==> src/rtl/controle_entrada_if.sv <==
// Button/command bundle between the input panel side and the conditioning stage.
// control is a step command: a nonzero value is valid for exactly one clk cycle and
// is always consumed (no ready); the downstream controller moves the car one step per pulse.
interface controle_entrada_if;
    logic       btn_right;
    logic       btn_left;
    logic       enable;
    logic [1:0] control;
    logic [1:0] pressed;
    logic [1:0] state_dbg;

    modport master (
        output btn_right, btn_left, enable,
        input  control, pressed, state_dbg
    );

    modport slave (
        input  btn_right, btn_left, enable,
        output control, pressed, state_dbg
    );
endinterface

==> src/rtl/controle_entrada.sv <==
// Synchronises and debounces the left/right buttons and turns the debounced levels
// into one-cycle move pulses with press-then-auto-repeat timing.
module controle_entrada #(
    parameter int DEBOUNCE_CYCLES     = 500000,
    parameter int REPEAT_DELAY_CYCLES = 15000000,
    parameter int REPEAT_RATE_CYCLES  = 2500000
) (
    input logic              clk,
    input logic              reset,
    controle_entrada_if.slave bus
);

    localparam int DB_W    = $clog2(DEBOUNCE_CYCLES);
    localparam int RPT_MAX = (REPEAT_DELAY_CYCLES > REPEAT_RATE_CYCLES) ?
                             REPEAT_DELAY_CYCLES : REPEAT_RATE_CYCLES;
    localparam int RPT_W   = $clog2(RPT_MAX);

    localparam logic [DB_W-1:0]  DB_LAST    = DB_W'(DEBOUNCE_CYCLES - 1);
    localparam logic [RPT_W-1:0] DELAY_LOAD = RPT_W'(REPEAT_DELAY_CYCLES - 1);
    localparam logic [RPT_W-1:0] RATE_LOAD  = RPT_W'(REPEAT_RATE_CYCLES - 1);

    typedef enum logic [1:0] {
        IDLE   = 2'd0,
        FIRE   = 2'd1,
        WAIT   = 2'd2,
        REPEAT = 2'd3
    } state_t;

    // Bit 1 is the right button, bit 0 the left one, matching pressed.
    logic [1:0]            sync1_q, sync1_d;
    logic [1:0]            sync2_q, sync2_d;
    logic [1:0]            pressed_q, pressed_d;
    logic [1:0][DB_W-1:0]  db_cnt_q, db_cnt_d;
    state_t                state_q, state_d;
    logic [1:0]            dir_q, dir_d;
    logic [RPT_W-1:0]      rpt_q, rpt_d;
    logic [1:0]            control_q, control_d;
    logic [1:0]            req;

    always_comb begin
        sync1_d = {bus.btn_right, bus.btn_left};
        sync2_d = sync1_q;
    end

    always_comb begin
        pressed_d = pressed_q;
        db_cnt_d  = '0;
        for (int i = 0; i < 2; i++) begin
            if (sync2_q[i] != pressed_q[i]) begin
                if (db_cnt_q[i] == DB_LAST) begin
                    pressed_d[i] = sync2_q[i];
                end else begin
                    db_cnt_d[i] = db_cnt_q[i] + 1'b1;
                end
            end
        end
    end

    // Both buttons held cancel each other out.
    assign req = (pressed_q == 2'b10 || pressed_q == 2'b01) ? pressed_q : 2'b00;

    always_comb begin
        state_d   = state_q;
        dir_d     = dir_q;
        rpt_d     = rpt_q;
        control_d = 2'b00;

        if (!bus.enable) begin
            state_d = IDLE;
        end else begin
            case (state_q)
                IDLE: begin
                    if (req != 2'b00) begin
                        state_d = FIRE;
                        dir_d   = req;
                    end
                end
                FIRE, WAIT, REPEAT: begin
                    if (req == 2'b00) begin
                        state_d = IDLE;
                    end else if (req != dir_q) begin
                        state_d = FIRE;
                        dir_d   = req;
                    end else if (state_q == WAIT && rpt_q == '0) begin
                        state_d = REPEAT;
                    end else begin
                        state_d = WAIT;
                    end
                end
                default: state_d = IDLE;
            endcase
        end

        // Loading on entry to a pulse and counting through the pulse cycle itself
        // places the next pulse exactly DELAY/RATE cycles after the current one.
        case (state_d)
            FIRE:    rpt_d = DELAY_LOAD;
            REPEAT:  rpt_d = RATE_LOAD;
            default: if (rpt_q != '0) rpt_d = rpt_q - 1'b1;
        endcase

        if (state_d == FIRE || state_d == REPEAT) begin
            control_d = dir_d;
        end
    end

    always_ff @(posedge clk or posedge reset) begin
        if (reset) begin
            sync1_q   <= '0;
            sync2_q   <= '0;
            pressed_q <= '0;
            db_cnt_q  <= '0;
            state_q   <= IDLE;
            dir_q     <= '0;
            rpt_q     <= '0;
            control_q <= '0;
        end else begin
            sync1_q   <= sync1_d;
            sync2_q   <= sync2_d;
            pressed_q <= pressed_d;
            db_cnt_q  <= db_cnt_d;
            state_q   <= state_d;
            dir_q     <= dir_d;
            rpt_q     <= rpt_d;
            control_q <= control_d;
        end
    end

    assign bus.control   = control_q;
    assign bus.pressed   = pressed_q;
    assign bus.state_dbg = state_q;

endmodule

==> src/flat_wrapper.sv <==
// flat-port wrapper written by rule: the top's interface ports become plain ports
module controle_entrada_flat 
#(
    parameter int DEBOUNCE_CYCLES     = 500000,
    parameter int REPEAT_DELAY_CYCLES = 15000000,
    parameter int REPEAT_RATE_CYCLES  = 2500000
)
  (clk, reset, bus_btn_right, bus_btn_left, bus_enable, bus_control, bus_pressed, bus_state_dbg);
  controle_entrada_if bus_i ();
  input logic clk;
  input logic reset;
  input wire logic [$bits(bus_i.btn_right)-1:0] bus_btn_right;
  input wire logic [$bits(bus_i.btn_left)-1:0] bus_btn_left;
  input wire logic [$bits(bus_i.enable)-1:0] bus_enable;
  output wire logic [$bits(bus_i.control)-1:0] bus_control;
  output wire logic [$bits(bus_i.pressed)-1:0] bus_pressed;
  output wire logic [$bits(bus_i.state_dbg)-1:0] bus_state_dbg;
  assign bus_i.btn_right = bus_btn_right;
  assign bus_i.btn_left = bus_btn_left;
  assign bus_i.enable = bus_enable;
  assign bus_control = bus_i.control;
  assign bus_pressed = bus_i.pressed;
  assign bus_state_dbg = bus_i.state_dbg;
  controle_entrada #(.DEBOUNCE_CYCLES(DEBOUNCE_CYCLES), .REPEAT_DELAY_CYCLES(REPEAT_DELAY_CYCLES), .REPEAT_RATE_CYCLES(REPEAT_RATE_CYCLES)) u_core (.clk(clk), .reset(reset), .bus(bus_i));
endmodule
==> config.mk <==
export PLATFORM = sky130hd
export DESIGN_NAME = controle_entrada_flat
export DESIGN_NICKNAME = d
export VERILOG_FILES = /design/src/rtl/controle_entrada_if.sv /design/src/rtl/controle_entrada.sv /design/src/flat_wrapper.sv
export SDC_FILE = /design/constraint.sdc
export NUM_CORES = 1
export LEC_CHECK = 0
export BUFFER_PORTS_ARGS = -buffer_cell sky130_fd_sc_hd__buf_4
export CAP_MARGIN = 10
export CORE_MARGIN = 2
export CORE_UTILIZATION = 45
export DETAILED_ROUTE_END_ITERATION = 6
export PLACE_DENSITY = 0.7
export SYNTH_ARGS = -nofsm -noshare
export SYNTH_HDL_FRONTEND = slang
export SYNTH_SLANG_ARGS = --single-unit
==> constraint.sdc <==
create_clock -name clk -period 3.1 [get_ports clk]
set_clock_uncertainty 0.15 [all_clocks]
set_input_delay 0 -clock clk [delete_from_list [all_inputs] [get_ports clk]]
set_output_delay 0 -clock clk [all_outputs]
set_load 0.005 [all_outputs]
# Word-level counts from Yosys, hierarchy flattened
# Index checks and enable logic that the tools add are counted.
# word_totals
ff_bits,74
latch_bits,0
ram_bits,0
rom_bits,0
in_bits,5
out_inout_bits,6
n_memories,0
# op_classes
n_addsub,3
multipliers,0
n_div,0
magnitude_cmp,0
n_eq_ne,12
shifts,0
n_mux,19
n_bitwise,0
reduce_logical,12
# ops
cell,n
$mux W19,4
$pmux W24 S2,1
$add A19 B1 Y19 const B,2
$eq A19 B19 Y1 const B,2
$logic_not A24 Y1,1
$mux W24,1
$reduce_bool A24 Y1,1
$sub A24 B1 Y24 const B,1
$mux W2,10
$eq A2 B2 Y1 const B,4
$pmux W2 S2,2
$eq A2 B1 Y1 const B,3
$logic_not A2 Y1,2
$reduce_and A2 Y1,2
$reduce_bool A3 Y1,1
$reduce_or A3 Y1,1
$logic_or A1 B1 Y1,2
$ne A1 B1 Y1,2
$ne A2 B2 Y1,1
$reduce_bool A2 Y1,1
$logic_and A1 B1 Y1,1
$mux W1,1

# Longest topological paths before layout
# logic_depth
word_depth,11
ltp_mapped,9
depth_no_buf,7

# Worst setup path before layout
# No wires, ideal clock.
# synth_path
path_kind,register -> register
startpoint,register u_core.rpt_q[11]
endpoint,register u_core.rpt_q[21]
setup_time_ns,0.124
arrival_time_ns,2.297
required_time_ns,2.826
setup_slack_ns,0.529
path_stages_with_launch,8
path_cell_list,dfrtp_1 or3_1 buf_2 or2_1 buf_6 or4_4 or4b_1 o31a_1
# synth_between
elab_chain_cells,9
word_cells_on_any_way,14
classes_between,1 x add/sub; 2 x eq/ne; 7 x mux; 4 x reduce/logical
# synth_lines
item,line,text
start: declaration,controle_entrada.sv:36,"logic [RPT_W-1:0] rpt_q, rpt_d;"
start signal: assignment,controle_entrada.sv:124,rpt_q <= rpt_d;
$logic_not A24 Y1,controle_entrada.sv:84,end else if (state_q == WAIT && rpt_q == '0) begin
$logic_and A1 B1 Y1,controle_entrada.sv:84,
$mux W1,controle_entrada.sv:84,
$mux W2,controle_entrada.sv:81,end else if (req != dir_q) begin
$mux W2,controle_entrada.sv:79,if (req == 2'b00) begin
$pmux W2 S2,controle_entrada.sv:71,case (state_q)
$mux W2,controle_entrada.sv:68,if (!bus.enable) begin
$eq A2 B2 Y1 or $eq A2 B1 Y1 (tied branches),controle_entrada.sv:96,case (state_d)
$pmux W24 S2 or $reduce_bool A3 Y1 (tied branches),-,
# Several ways; a longest one is shown, not always the timed one. The select of a mux whose other input is x is not followed.
# A chain may end at the register's enable or synchronous reset.

# Worst setup path after layout
# layout_path
startpoint,register u_core.rpt_q[7]
endpoint,register u_core.rpt_q[17]
# Same word-level chain as after synthesis.

==> impl_metrics.csv <==
group,metric,value,unit
run_status,outcome,"finished, final reports clean",
sta,final-max-slew-violation-count,0,
layout,layout.cells.non_filler,506,
routing,ant_nets,0,
worst_setup_path,critical_path.max_fanout,13,
layout,final_layout_size_suffix_gt1_share,10.1,%
place,pre_cts_ws,0.361,ns
clock_tree,post_cts_resized,0,
floorplan,dieArea,8890,sq um
sta,setup_viol,0,
global_routing,antenna_found_initial,0,
pwr,p_per_area,457,nW/um^2
place,routabilityCongestion,0.822,
clock_tree,worstSkewPairLatency,0.35,ns
worst_setup_path,critPathRequiredTime,3.17,ns
routing,wire_per_inst,14.2,um
floorplan,core,7810,sq um
clock_tree,cts.root.buffer_cell,"clkbuf_8",
sta,rsz0062_at_grt,"no",
clock_tree,cts_buffers,9,
clock_tree,htree_levels,3,
flow_run,maxCapViolCount,0,
place,post-dp-hpwl,4960,um
floorplan,die_w,94.3,um
logic_synthesis,netlist_area,3670,sq um
logic_synthesis,async_flop_share,100,%
routing,drcViolationCount,0,
routing,wl,7180,um
logic_synthesis,synth_cell_types,47,
worst_setup_path,cp_data_arrival_time,2.79,ns
logic_synthesis,ys_seq_area_share,50.5,%
worst_setup_path,rrSetupSlack,0.39,ns
pwr,ir_drop,204,uV
worst_setup_path,r2r_cells,5,
worst_setup_path,critPathLaunchType,"flip-flop",
logic_synthesis,synth_top_flop_cell,"dfrtp_1",
routing,viasPerCell,5.42,
routing,drt_iter0_drc,154,
routing,vias,2745,
global_routing,grt_max_degree,57,
logic_synthesis,synth_seq_cells,74,
layout,layout_commonest_cell,"dfrtp_1",
layout,area_growth,13.3,%
floorplan,initial_core_util,47.0,%
place,dp_cells,485,
pwr,leakage,1.61,nW
sta,slew_headroom,50.7,%
hold_path,min_path_type,"in -> async",
routing,dr.pass1.iters,4,
sta,layout_setup_ws,0.389,ns
logic_synthesis,synth_nets,390,
floorplan,dieHeight,94.3,um
logic_synthesis,synth_area_per_cell,9.68,sq um
layout,nNetsFinal,410,
sta,tightest_slew,0.732,ns
global_routing,grt_first_pass_wirelength,12200,um
clock_tree,cts_sinks,74,
layout,antennaDiodeCount,0,
worst_setup_path,worst_setup_path_end_kind,"flip-flop",
place,io_buffers,10,
floorplan,num_rows,32,
global_routing,grt_pass1_vias,2612,
sta,setup_tns,0,ns
sta,period_share,87.4,%
logic_synthesis,yosysWarnings,0,
worst_setup_path,critPathKind,"reg -> reg",
layout,layout_common_cells,"dfrtp_1, nor2_1, xnor2_1, nand2_1, nor3_1",
clock_tree,cts_tree,"built",
sta,layout_min_cycle_time,2.71,ns
global_routing,overflow,0,
sta,hold_viol_final,0,
floorplan,io_pins,11,
sta,max_freq,369,MHz
clock_tree,cts_buffer_depth,2,
logic_synthesis,netlist_instances,379,
logic_synthesis,synth-edff-count,0,
global_routing,grtUsageTotal,17.6,%
clock_tree,clk_pin_slew,0.09,ns
==> area by class of cell <==
cell class | instances | area (sq um)
clock inverter | 6 | 97.6
clock buffer | 10 | 138
fill | 687 | 3650
inverter | 9 | 33.8
sequential | 74 | 1850
timing repair buffer | 21 | 180
tap | 102 | 128
multi-input combinational | 284 | 1730
==> logic make-up (layout without fill, tap and decap cells) <==
family / Yosys count / in the layout / share of synthesized area (%)
simple gates: 194 / 194 / 26.8
flops: 74 / 74 / 50.5
xor+xnor: 42 / 42 / 10.0
compound gates: 39 / 39 / 7.23
buf+inv: 21 / 46 / 2.46
fa+ha+maj: 6 / 6 / 2.05
mux: 3 / 3 / 0.921
==> state kept, by name, indices dropped and copies added, names as in the netlist <==
name / cells
u_core.sync2_q: 2
u_core.bus.control: 2
u_core.bus.state_dbg: 2
u_core.db_cnt_q: 38
u_core.dir_q: 2
u_core.bus.pressed: 2
u_core.rpt_q: 24
u_core.sync1_q: 2
==> repair_timing <==
item | CTS | global route
hold endpoints to repair | 57 | 0
hold buffers | 4 | 0
setup buffers | 0 | 0
==> metal layers <==
metal	part of all wire, %	wire [um]	GRT usage (%)
met1	50	3610	24.2
met3	2.6	189	2.73
met5	0	0	0
met2	45	3240	27.3
met4	2.0	142	8.09
==> cells in the mapped netlist (2+ instances only) <==
cell type | number | area share (%)
dfrtp_1 | 74 | 50
nor2_1 | 63 | 6.4
xnor2_1 | 28 | 6.7
nand2_1 | 27 | 2.8
nor3_1 | 20 | 2.7
nand3_1 | 19 | 2.6
xor2_1 | 14 | 3.3
nor4_1 | 11 | 1.9
inv_1 | 9 | 0.92
o21ai_0 | 9 | 1.2
or3_1 | 9 | 1.5
a21oi_1 | 8 | 1.1
nand4_1 | 7 | 1.2
and4_1 | 6 | 1.4
clkbuf_1 | 6 | 0.61
ha_1 | 6 | 2.0
and2_1 | 5 | 0.85
nand2b_1 | 5 | 0.85
o31ai_1 | 5 | 1.0
or4_1 | 5 | 1.0
and3_1 | 3 | 0.51
buf_2 | 3 | 0.41
mux2_2 | 3 | 0.92
a2111oi_0 | 2 | 0.48
a211o_1 | 2 | 0.48
a211oi_1 | 2 | 0.41
buf_1 | 2 | 0.20
nand3b_1 | 2 | 0.41
o21a_1 | 2 | 0.41
o311ai_0 | 2 | 0.48
o311ai_1 | 2 | 0.48
o31a_1 | 2 | 0.48
or2_2 | 2 | 0.34
==> worst paths after layout <==
| check | startpoint | endpoint |
|---|---|---|
| worst min register to register | u_core.sync1_q[1] | u_core.sync2_q[1] |
| worst max-delay path | u_core.rpt_q[7] | u_core.rpt_q[17] |
| worst min-delay path | reset | u_core.db_cnt_q[0] |
| worst max register to register | u_core.rpt_q[7] | u_core.rpt_q[17] |
| min in group clk | bus_btn_left | u_core.sync1_q[0] |
| max in group asynchronous | reset | u_core.rpt_q[13] |
==> critical path: stages, from the launching register on <==
cell       delay, ns
dfrtp_1         0.44
or4_1           0.60
nor4_1          0.43
and2_1          0.51
nor3_1          0.11
a2111oi_0       0.35
==> per-stage QoR <==
step                power (mW)  instance area [sq um]  hold slack (ns)  utilization [%]
detailed placement        1.05                   3860          -0.0379             49.4
floorplan                 1.03                   3670           -0.119                -
global route              1.97                   4160           0.0744             53.2
global placement          1.05                   3860          -0.0391             49.4
finish                    1.90                   4160           0.0406             53.2
CTS                       1.91                   4140            0.134             53.0
==> where the power goes <==
part,internal [mW],switching (mW),leakage (nW),total (mW)
Clock,0.486,0.378,0.119,0.865
Combinational,0.0189,0.0349,0.561,0.0537
Sequential,0.973,0.00839,0.927,0.982
Total,1.48,0.422,1.61,1.90
Power figures use the tool's default switching activity.
